[config.mk]
export PLATFORM = sky130hd
export DESIGN_NAME = bit_stuff_encode
export DESIGN_NICKNAME = d
export VERILOG_FILES = /design/src/rtl/bs_pkg.sv /design/src/rtl/bit_stuff_encode_fsm.sv /design/src/rtl/bit_stuff_encode.sv
export SDC_FILE = /design/constraint.sdc
export NUM_CORES = 1
export LEC_CHECK = 0
export CAP_MARGIN = 20
export CORE_AREA = 2 2 39 41
export CTS_CLUSTER_SIZE = 24
export DETAILED_ROUTE_END_ITERATION = 8
export DIE_AREA = 0 0 41 43
export HOLD_SLACK_MARGIN = 0.02
export SLEW_MARGIN = 20
export SYNTH_ARGS = -nofsm -noshare
export SYNTH_HDL_FRONTEND = slang
export SYNTH_SLANG_ARGS = --single-unit
[constraint.sdc]
create_clock -name clock -period 2.8 [get_ports clock]
set_clock_uncertainty 0.2 [all_clocks]
set_input_delay 0.56 -clock clock [delete_from_list [all_inputs] [get_ports clock]]
set_output_delay 0.56 -clock clock [all_outputs]
set_load 0.1 [all_outputs]
[src/rtl/bs_pkg.sv]
// Shared constants and state encoding for the bit-stuffing encoder.
package bs_pkg;

  localparam int STUFF_RUN = 6;

  typedef enum logic [1:0] {
    IDLE  = 2'd0,
    SEND  = 2'd1,
    STUFF = 2'd2
  } bs_state_e;

endpackage

[src/rtl/bit_stuff_encode_fsm.sv]
// Control FSM for the bit-stuffing encoder: state, handshake and counter strobes.
// BIT_STUFF_TRAILING_EN: also stuff after a packet's final bit when it completes a run.
module bit_stuff_encode_fsm
  import bs_pkg::*;
(
  input  logic clock,
  input  logic reset,
  input  logic in_valid_i,
  input  logic in_bit_i,
  input  logic in_last_i,
  input  logic run_hit_i,
  output logic in_ready_o,
  output logic xfer_o,
  output logic stuff_o,
  output logic cnt_inc_o,
  output logic cnt_clr_o,
  output logic data_last_o,
  output logic stuff_last_o
);

  bs_state_e state_q, state_d;
  logic      go_stuff;

  assign stuff_o    = (state_q == STUFF);
  assign in_ready_o = !stuff_o;
  assign xfer_o     = in_valid_i && in_ready_o;

`ifdef BIT_STUFF_TRAILING_EN
  logic lpend_q, lpend_d;

  assign go_stuff     = xfer_o && run_hit_i;
  assign stuff_last_o = lpend_q;

  always_comb begin
    lpend_d = lpend_q;
    if (go_stuff)
      lpend_d = in_last_i;
    else if (stuff_o)
      lpend_d = 1'b0;
  end

  always_ff @(posedge clock or posedge reset) begin
    if (reset) lpend_q <= 1'b0;
    else       lpend_q <= lpend_d;
  end
`else
  assign go_stuff     = xfer_o && run_hit_i && !in_last_i;
  assign stuff_last_o = 1'b0;
`endif

  // a data bit carries out_last only when no stuff follows it
  assign data_last_o = in_last_i && !go_stuff;
  assign cnt_inc_o   = xfer_o && in_bit_i && !in_last_i;
  assign cnt_clr_o   = stuff_o
                    || (xfer_o && (!in_bit_i || in_last_i));

  always_comb begin
    state_d = state_q;
    unique case (state_q)
      IDLE, SEND: begin
        if (xfer_o) begin
          if (go_stuff)       state_d = STUFF;
          else if (in_last_i) state_d = IDLE;
          else                state_d = SEND;
        end
      end
      STUFF:   state_d = stuff_last_o ? IDLE : SEND;
      default: state_d = IDLE;
    endcase
  end

  always_ff @(posedge clock or posedge reset) begin
    if (reset) state_q <= IDLE;
    else       state_q <= state_d;
  end

endmodule

[src/rtl/bit_stuff_encode.sv]
// Bit-stuffing encoder: inserts a 0 after RUN_LEN consecutive ones.
// BIT_STUFF_TRAILING_EN: also stuff after a packet's final bit when it completes a run.
module bit_stuff_encode
  import bs_pkg::*;
#(
  parameter int RUN_LEN = bs_pkg::STUFF_RUN
) (
  input  logic clock,
  input  logic reset,
  input  logic in_valid,
  input  logic in_bit,
  input  logic in_last,
  output logic in_ready,
  output logic out_valid,
  output logic out_bit,
  output logic out_last,
  output logic out_stuffed
);

  localparam int CW = $clog2(RUN_LEN + 1);

  logic [CW-1:0] ones_cnt_q, ones_cnt_d;
  logic          valid_q, valid_d;
  logic          bit_q, bit_d;
  logic          last_q, last_d;
  logic          stf_q, stf_d;
  logic          run_hit, xfer, stuff;
  logic          cnt_inc, cnt_clr;
  logic          data_last, stuff_last;

  // the bit being offered would complete a run of RUN_LEN ones
  assign run_hit = in_bit
                && (ones_cnt_q == CW'(RUN_LEN - 1));

  bit_stuff_encode_fsm u_fsm (
    .clock        (clock),
    .reset        (reset),
    .in_valid_i   (in_valid),
    .in_bit_i     (in_bit),
    .in_last_i    (in_last),
    .run_hit_i    (run_hit),
    .in_ready_o   (in_ready),
    .xfer_o       (xfer),
    .stuff_o      (stuff),
    .cnt_inc_o    (cnt_inc),
    .cnt_clr_o    (cnt_clr),
    .data_last_o  (data_last),
    .stuff_last_o (stuff_last)
  );

  always_comb begin
    ones_cnt_d = ones_cnt_q;
    if (cnt_clr)
      ones_cnt_d = '0;
    else if (cnt_inc)
      ones_cnt_d = ones_cnt_q + 1'b1;
  end

  always_comb begin
    valid_d = 1'b0;
    bit_d   = bit_q;
    last_d  = 1'b0;
    stf_d   = 1'b0;
    if (stuff) begin
      valid_d = 1'b1;
      bit_d   = 1'b0;
      last_d  = stuff_last;
      stf_d   = 1'b1;
    end else if (xfer) begin
      valid_d = 1'b1;
      bit_d   = in_bit;
      last_d  = data_last;
    end
  end

  always_ff @(posedge clock or posedge reset) begin
    if (reset) begin
      ones_cnt_q <= '0;
      valid_q    <= 1'b0;
      bit_q      <= 1'b0;
      last_q     <= 1'b0;
      stf_q      <= 1'b0;
    end else begin
      ones_cnt_q <= ones_cnt_d;
      valid_q    <= valid_d;
      bit_q      <= bit_d;
      last_q     <= last_d;
      stf_q      <= stf_d;
    end
  end

  assign out_valid   = valid_q;
  assign out_bit     = bit_q;
  assign out_last    = last_q;
  assign out_stuffed = stf_q;

endmodule

==> impl_metrics.env, run 1 <==
export IMPL_antenna_cells=0
export IMPL_reg2reg_from="ones_cnt_q[0]"
export IMPL_synth_area_leaders="dfrtp_1, nand2b_4, ha_1, mux2i_1, nand2b_1"
export IMPL_cts_root_buf="clkbuf_4"
export IMPL_routedWlPerCell_um=11.1
export IMPL_cp_cell_sequence="nand2b_4 > buf_4"
export IMPL_area_delta_synth_final_pct=27.8
export IMPL_drc_errors=0
export IMPL_post_cts_buffers=0
export IMPL_drv_slew=0
export IMPL_fill_cells=148
export IMPL_numCtsBuffers=3
export IMPL_synth_edf_count=0
export IMPL_hold_start="u_fsm.state_q[0]"
export IMPL_ir_drop_uv=285
export IMPL_num_rows=14
export IMPL_holdPathStages=2
export IMPL_yosysTopAreaCellShare=0.526
export IMPL_setup_viol=0
export IMPL_synth_avg_cell_area_um2=11.6
export IMPL_crit_family="flip-flops"
export IMPL_cts_tree="yes"
export IMPL_power_density_mw_per_mm2=534
export IMPL_max_slew_margin_rel=0.773
export IMPL_worst_path_max_delay_cell="dfrtp_1"
export IMPL_rsz0062_at_grt="false"
export IMPL_synth_top_area_cell="dfrtp_1"
export IMPL_synth_cell_types=20
export IMPL_startpoint_type="register"
export IMPL_cts_hold_buf=0
export IMPL_yosysMostFrequentCell="dfrtp_1"
export IMPL_seq_area_um2=225
export IMPL_ys_ff_latch=9
export IMPL_die_area_mm2=0.00176
export IMPL_timing_setup_tns_ns=0
export IMPL_cts_sinks=9
export IMPL_critPathArrivalTime_ns=1.08
export IMPL_core_area_mm2=0.00138
export IMPL_rr_worst_depth=3
export IMPL_timing_fmax_mhz=545
export IMPL_boundaryPins=10
export IMPL_min_period_over_period=0.656
export IMPL_worstPathMaxFanout=5
export IMPL_insertion_delay_ns=0.25
export IMPL_die_x_um=41
export IMPL_netlist_instances=37
export IMPL_overflow=0
export IMPL_vias_per_cell=4.60
export IMPL_die_h_um=43
export IMPL_status="complete, no violations"
export IMPL_syn_area_um2=428
export IMPL_timing_worst_setup_path_type="register to output pin"
export IMPL_max_slew_worst_pin_slew_ns=0.340
export IMPL_synthArstFlopShare=1.00
export IMPL_via_count=299
export IMPL_rrSetupSlack_ns=1.30
export IMPL_wl_um=724
export IMPL_cts_buffer_depth=2
export IMPL_r2r_end="ones_cnt_q[1]"
export IMPL_clkTransAtPathRegs_ns=0.06
export IMPL_min_to="u_fsm.state_q[0]"
export IMPL_synth_common_cells="dfrtp_1, inv_1, nor2_1"
export IMPL_place_port_buffers=9
export IMPL_initial_utilization=0.309
export IMPL_hold_violations=0
export IMPL_slowest_delay_ns=0.42
export IMPL_first_global_vias=266
export IMPL_drtIter0Drc=1
export IMPL_multiInputGateArea_um2=186
export IMPL_place_detailed_hpwl_um=533
export IMPL_drive_above_1_share=0.265
export IMPL_syn_nets=44
export IMPL_synthFlopType="dfrtp_1"
export IMPL_grt_pass1_wl_mm=1.19
export IMPL_path_buf_inv=1
export IMPL_fin_crit_ns=1.84
export IMPL_synth_warning_count=0
export IMPL_gp_congestion=0.689
export IMPL_maxCapViolCount=0
export IMPL_cts_resized=0
export IMPL_fin_nets=57
export IMPL_power_static_leakage_uw=0.000269
export IMPL_antenna_found_initial=0
export IMPL_critPathCaptureType="output pin"
export IMPL_firstDrtPassIters=4
export IMPL_ant_nets=0
export IMPL_min_path_type="register to register"
export IMPL_grt_max_degree=12
export IMPL_yosysSeqAreaShare=0.526
export IMPL_worst_hold_slack_ns=0.299
export IMPL_critPathRequiredTime_ns=2.04
export IMPL_gr_usage_all_layers=0.106
export IMPL_htree_num_levels=1
[metal layers]
layer / GRT usage / part of all wire
met1: 0.148 / 0.50
met2: 0.119 / 0.41
met3: 0.0209 / 0.062
met4: 0.120 / 0.026
met5: 0 / 0
[area by class of cell]
cell class | instances | share of cell area
multi-input combinational | 24 | 0.341
tap | 16 | 0.0366
inverter | 3 | 0.0206
sequential | 9 | 0.412
clock buffer | 4 | 0.0481
timing repair buffer | 9 | 0.142
[placed cells by master, fill, tap and decap left out, types with 2 or more instances in the layout]
cell / Yosys / routed
dfrtp_1: 9 / 9
buf_4: 0 / 5
nand2_1: 2 / 2
clkdlybuf4s50_1: 0 / 4
clkbuf_4: 0 / 3
inv_1: 3 / 3
nand2b_4: 2 / 2
mux2i_1: 2 / 2
nand2b_1: 2 / 2
nor2_1: 3 / 3
ha_1: 2 / 2
[per-stage QoR]
step / util / area (um2) / std cells / power [uW] / setup slack [ns]
floorplan: - / 428 / 37 / 181 / 1.14
global placement: 0.376 / 520 / 61 / 197 / 0.767
detailed placement: 0.376 / 520 / 61 / 197 / 0.753
CTS: 0.395 / 547 / 65 / 298 / 0.941
global route: 0.395 / 547 / 65 / 310 / 0.896
finish: 0.395 / 547 / 65 / 292 / 0.964
[sequential cells by signal, summed over array words and instances, names as in the netlist]
name           count
ones_cnt_q         3
out_stuffed        1
u_fsm.state_q      2
out_bit            1
out_valid          1
out_last           1
[worst max-delay path by stage]
stage	from	endpoint	slack [ns]	depth (start not counted)
detailed placement	in_valid	ones_cnt_q[1]	0.75	3
CTS	u_fsm.state_q[1]	in_ready	0.94	2
finish	u_fsm.state_q[1]	in_ready	0.96	2
global route	u_fsm.state_q[1]	in_ready	0.90	2
global placement	in_valid	ones_cnt_q[1]	0.77	3
floorplan	out_bit	out_bit	1.14	0
[worst min-delay path: stages, from the launching register on]
cell and delay (ns):
dfrtp_1 0.35, a21oi_1 0.06, nand2_1 0.06
[power breakdown]
part | total, uW | switching (uW) | leakage (uW) | internal, uW
Clock | 98.0 | 43.2 | 0.0000150 | 54.8
Combinational | 53.0 | 34.9 | 0.000137 | 18.2
Sequential | 141 | 4.26 | 0.000117 | 137
Total | 292 | 82.3 | 0.000269 | 210
[cell families after synthesis]
group                    after synthesis  synth area share
flip-flops                             9             0.526
AO/OA/AOI/OAI                          4            0.0643
buffers and inverters                  4            0.0380
adder cells (fa/ha/maj)                2            0.0585
multiplexers                           2            0.0468
AND/OR/NAND/NOR                       16             0.266
Power figures use the tool's default switching activity.
==> run 2: changes to the inputs <==
clock period = 1.9 ns   (was 2.8 ns; I/O delays follow)
==> run 2 against run 1 <==
  * First-iteration DRC count grew to 4.0 times the previous value
  * Clock power rose by 58%
  * Power grew 57%
  * Critical endpoint unchanged
  * Flip-flop and latch count is the same
  * Setup slack got worse by 0.65 ns
  * Critical path depth unchanged
  * Critical path type unchanged
  * Combinational power increased by 79%
  * Die area unchanged
  * Count of clock-buffer cells in the layout unchanged
  * Sequential share of layout area down 5.5 points
  * Core utilization increased by 6.1 points
  * Hold slack worse by 0.13 ns
==> impl_metrics.env, run 2 (same netlist as run 1, synthesis figures left out) <==
export IMPL_status="complete, no violations"
export IMPL_grt_pass1_wl_mm=1.42
export IMPL_via_count=314
export IMPL_worstPathMaxFanout=5
export IMPL_final_common_cell="dfrtp_1"
export IMPL_antenna_found_initial=0
export IMPL_layout_setup_ws_ns=0.313
export IMPL_max_slew_worst_pin_slew_ns=0.341
export IMPL_grt_max_degree=10
export IMPL_numCtsBuffers=3
export IMPL_layout_common_cells="dfrtp_1, buf_12, clkdlybuf4s50_1"
export IMPL_cts_hold_buf=0
export IMPL_clkTransAtPathRegs_ns=0.06
export IMPL_overflow=0
export IMPL_post_place_ws_ns=0.0999
export IMPL_gr_usage_all_layers=0.126
export IMPL_insertion_delay_ns=0.27
export IMPL_cts_resized=0
export IMPL_critPathRequiredTime_ns=1.32
export IMPL_cts_buffer_depth=2
export IMPL_cts_sinks=9
export IMPL_critPathCaptureType="output pin"
export IMPL_num_rows=14
export IMPL_largest_reg_flops=3
export IMPL_largest_register="ones_cnt_q"
export IMPL_wl_um=804
export IMPL_initial_utilization=0.309
export IMPL_antenna_cells=0
export IMPL_place_port_buffers=9
export IMPL_ir_drop_uv=430
export IMPL_rsz0062_at_grt="false"
export IMPL_max_slew_margin_rel=0.773
export IMPL_min_period_over_period=0.835
export IMPL_hold_violations=0
export IMPL_boundaryPins=10
export IMPL_p_int_uw=325
export IMPL_fill_cells=133
export IMPL_worst_hold_slack_ns=0.172
export IMPL_die_x_um=41
export IMPL_htree_num_levels=1
export IMPL_routedWlPerCell_um=11.8
export IMPL_fin_crit_ns=1.59
export IMPL_core_area_mm2=0.00138
export IMPL_top_regs="ones_cnt_q (3), u_fsm.state_q (2)"
export IMPL_drtIter0Drc=4
export IMPL_gp_congestion=0.723
export IMPL_drv_slew=0
export IMPL_ant_nets=0
export IMPL_place_detailed_hpwl_um=596
export IMPL_switching_share=0.293
export IMPL_maxCapViolCount=0
export IMPL_power_density_mw_per_mm2=727
export IMPL_firstDrtPassIters=4
export IMPL_power_static_leakage_uw=0.000306
export IMPL_timing_fmax_mhz=630
export IMPL_timing_setup_tns_ns=0
export IMPL_cts_root_buf="clkbuf_4"
export IMPL_startpoint_type="register"
export IMPL_timing_worst_setup_path_type="register to output pin"
export IMPL_fin_nets=60
export IMPL_min_path_type="input pin to async pin"
export IMPL_power_total_uw=459
export IMPL_place_area_um2=606
export IMPL_first_global_vias=325
export IMPL_clock_power_share=0.337
export IMPL_final_area_um2=632
export IMPL_power_switching_uw=135
export IMPL_post_cts_buffers=0
export IMPL_p_comb_frac=0.207
export IMPL_die_h_um=43
export IMPL_drive_above_1_share=0.308
export IMPL_critPathArrivalTime_ns=1.01
export IMPL_drc_errors=0
export IMPL_die_area_mm2=0.00176
export IMPL_cts_tree="yes"
export IMPL_vias_per_cell=4.62
export IMPL_setup_viol=0
export IMPL_seqPwrFrac=0.456
export IMPL_area_delta_synth_final_pct=47.7
==> run 2: cell types whose count changed in the layout (fill, tap and decap cells not counted) <==
cell    delta
buf_12     +5
buf_4      -2
==> run 2: critical path, cell delays in order, from the launching register on <==
cell	delay, ns
dfrtp_1	0.43
nand2b_4	0.13
buf_12	0.18
==> run 2: power groups by stage <==
stage	Clock, uW	Combinational [uW]	Sequential (uW)
global placement	0	94.9	213
finish	155	94.9	210
detailed placement	0	95.9	213
CTS	154	96.0	210
floorplan	0	25.5	242
global route	162	102	211
==> run 2: layout make-up <==
type | count | area, um2 | share of cell area
Clock buffer | 4 | 26.3 | 0.0416
Inverter | 3 | 11.3 | 0.0178
Multi-Input combinational cell | 24 | 186 | 0.295
Sequential cell | 9 | 225 | 0.356
Tap cell | 16 | 20.0 | 0.0317
Timing Repair Buffer | 12 | 163 | 0.257
==> run 2: final timing paths <==
| check | depth (start not counted) | endpoint | start | slack (ns) |
|---|---|---|---|---|
| min in group clock | 2 | u_fsm.state_q[0] | u_fsm.state_q[0] | 0.30 |
| max in group asynchronous | 2 | u_fsm.state_q[0] | reset | 1.08 |
| max reg2reg | 4 | ones_cnt_q[1] | ones_cnt_q[1] | 0.39 |
| min | 2 | out_valid | reset | 0.17 |
| min reg2reg | 2 | u_fsm.state_q[0] | u_fsm.state_q[0] | 0.30 |
| max | 2 | in_ready | u_fsm.state_q[1] | 0.31 |
==> run 2: stage by stage <==
| step | std cells | util |
|---|---|---|
| finish | 68 | 0.457 |
| global route | 68 | 0.457 |
| CTS | 68 | 0.457 |
| detailed placement | 64 | 0.438 |
| global placement | 64 | 0.438 |
| floorplan | 37 | - |
==> run 2: layer usage <==
metal  global-route usage  share of wire  up-vias
li1                     -              -      156
met1                0.164           0.47      144
met2                0.159           0.43       10
met3               0.0157          0.044        4
met4                0.140          0.057        0
met5                    0              0        -
==> run 3: changes to the inputs <==
clock period = 1.6 ns   (was 1.9 ns; I/O delays follow)
==> run 3 against run 2 <==
  * Register-to-register slack lost 0.26 ns
  * Count of clock-buffer cells in the layout is the same
  * Final cell count grew 2.9%
  * Critical path depth is the same
  * Sequential power grew 18%
  * Core utilization grew 1.1 points
  * Routed wire length shrank 0.75%
  * Via count grew 1.9%
  * First-iteration DRC count grew to 3.3 times the previous value
  * Power grew 19%
  * Critical endpoint unchanged
==> impl_metrics.env, run 3 (same netlist as run 1, synthesis figures left out) <==
export IMPL_status="complete, no violations"
export IMPL_max_slew_worst_pin_slew_ns=0.341
export IMPL_startpoint_type="register"
export IMPL_htree_num_levels=1
export IMPL_largest_reg_flops=3
export IMPL_critPathCaptureType="output pin"
export IMPL_vias_per_cell=4.57
export IMPL_maxCapViolCount=0
export IMPL_post_cts_buffers=0
export IMPL_drtIter0Drc=13
export IMPL_cts_sinks=9
export IMPL_cts_hold_buf=0
export IMPL_max_slew_margin_rel=0.772
export IMPL_fin_crit_ns=1.52
export IMPL_largest_register="ones_cnt_q"
export IMPL_die_x_um=41
export IMPL_numCtsBuffers=3
export IMPL_worstPathMaxFanout=5
export IMPL_critPathArrivalTime_ns=1.00
export IMPL_die_h_um=43
export IMPL_first_global_vias=330
export IMPL_seqPwrFrac=0.452
export IMPL_cts_resized=0
export IMPL_critPathRequiredTime_ns=1.08
export IMPL_switching_share=0.290
export IMPL_grt_pass1_wl_mm=1.47
export IMPL_overflow=0
export IMPL_ant_nets=0
export IMPL_antenna_found_initial=0
export IMPL_timing_fmax_mhz=656
export IMPL_antenna_cells=0
export IMPL_gr_usage_all_layers=0.130
export IMPL_die_area_mm2=0.00176
export IMPL_cp_cell_sequence="nand2b_4 > buf_12"
export IMPL_slowest_delay_ns=0.43
export IMPL_drv_slew=0
export IMPL_initial_utilization=0.309
export IMPL_fin_nets=62
export IMPL_fill_cells=132
export IMPL_hold_violations=0
export IMPL_clock_power_share=0.332
export IMPL_post_place_ws_ns=-0.0859
export IMPL_rsz0062_at_grt="false"
export IMPL_drc_errors=0
export IMPL_via_count=320
export IMPL_boundaryPins=10
export IMPL_num_rows=14
export IMPL_p_int_uw=389
export IMPL_layout_setup_ws_ns=0.0750
export IMPL_ir_drop_uv=618
export IMPL_area_delta_synth_final_pct=51.2
export IMPL_worst_path_max_delay_cell="dfrtp_1"
export IMPL_wl_um=798
export IMPL_setup_viol=0
export IMPL_top_regs="ones_cnt_q (3), u_fsm.state_q (2)"
export IMPL_layout_common_cells="dfrtp_1, buf_12, buf_4"
export IMPL_final_common_cell="dfrtp_1"
export IMPL_gp_congestion=0.723
export IMPL_firstDrtPassIters=3
export IMPL_place_port_buffers=9
export IMPL_timing_setup_tns_ns=0
export IMPL_cts_buffer_depth=2
export IMPL_p_comb_frac=0.216
export IMPL_place_detailed_hpwl_um=598
export IMPL_min_path_type="input pin to async pin"
export IMPL_insertion_delay_ns=0.27
export IMPL_core_area_mm2=0.00138
export IMPL_cts_tree="yes"
export IMPL_grt_max_degree=10
export IMPL_utilization=0.467
export IMPL_drive_above_1_share=0.333
export IMPL_power_static_leakage_uw=0.000316
export IMPL_clkTransAtPathRegs_ns=0.06
export IMPL_power_total_uw=548
export IMPL_timing_worst_setup_path_type="register to output pin"
export IMPL_cts_root_buf="clkbuf_4"
export IMPL_routedWlPerCell_um=11.4
export IMPL_power_switching_uw=159
export IMPL_power_density_mw_per_mm2=847
export IMPL_min_period_over_period=0.953
## run 3: changes by cell type in the layout (fill, tap and decap cells not counted)
cell   before  now
buf_4       3    5
## run 3: power by group through the flow
stage,Sequential [uW],Clock (uW),Combinational [uW]
floorplan,287,0,30.3
global placement,252,0,120
detailed placement,252,0,120
CTS,248,192,120
global route,249,195,128
finish,248,182,119
## run 3: per-stage QoR
| stage | hold slack, ns | cells | cell area (um2) |
|---|---|---|---|
| 2_1_floorplan | -0.0521 | 37 | 428 |
| 3_3_place_gp | 0.281 | 66 | 621 |
| 3_5_place_dp | 0.283 | 66 | 621 |
| 4_1_cts | 0.121 | 70 | 647 |
| 5_1_grt | 0.180 | 70 | 647 |
| 6_report | 0.110 | 70 | 647 |
## run 3: worst paths after layout
kind	from	endpoint	slack (ns)	cells after the start
setup / recovery	u_fsm.state_q[1]	in_ready	0.08	2
hold / removal	reset	out_last	0.11	2
setup reg to reg	ones_cnt_q[1]	ones_cnt_q[1]	0.13	4
hold reg to reg	u_fsm.state_q[0]	u_fsm.state_q[0]	0.30	2
max in group asynchronous	reset	out_bit	0.84	2
min in group clock	u_fsm.state_q[0]	u_fsm.state_q[0]	0.30	2
## run 3: critical path: cells and delay by family, from the launching register on
family / cells / cell delay (ns)
flops: 1 / 0.43
buf+inv: 1 / 0.18
simple gates: 1 / 0.13
## run 3: cell type report
cell class | instances | area (um2) | area share
repair buffers | 14 | 178 | 0.275
multi-input cells | 24 | 186 | 0.288
clock buffers | 4 | 26.3 | 0.0406
inverters | 3 | 11.3 | 0.0174
well taps | 16 | 20.0 | 0.0309
flip-flops and latches | 9 | 225 | 0.348
## run 3: per-layer routing
layer / vias to the layer above / global-route usage / wire (um)
met4: 0 / 0.120 / 28
li1: 160 / - / -
met2: 11 / 0.153 / 327
met3: 4 / 0.0366 / 42
met1: 145 / 0.180 / 400
met5: - / 0 / 0
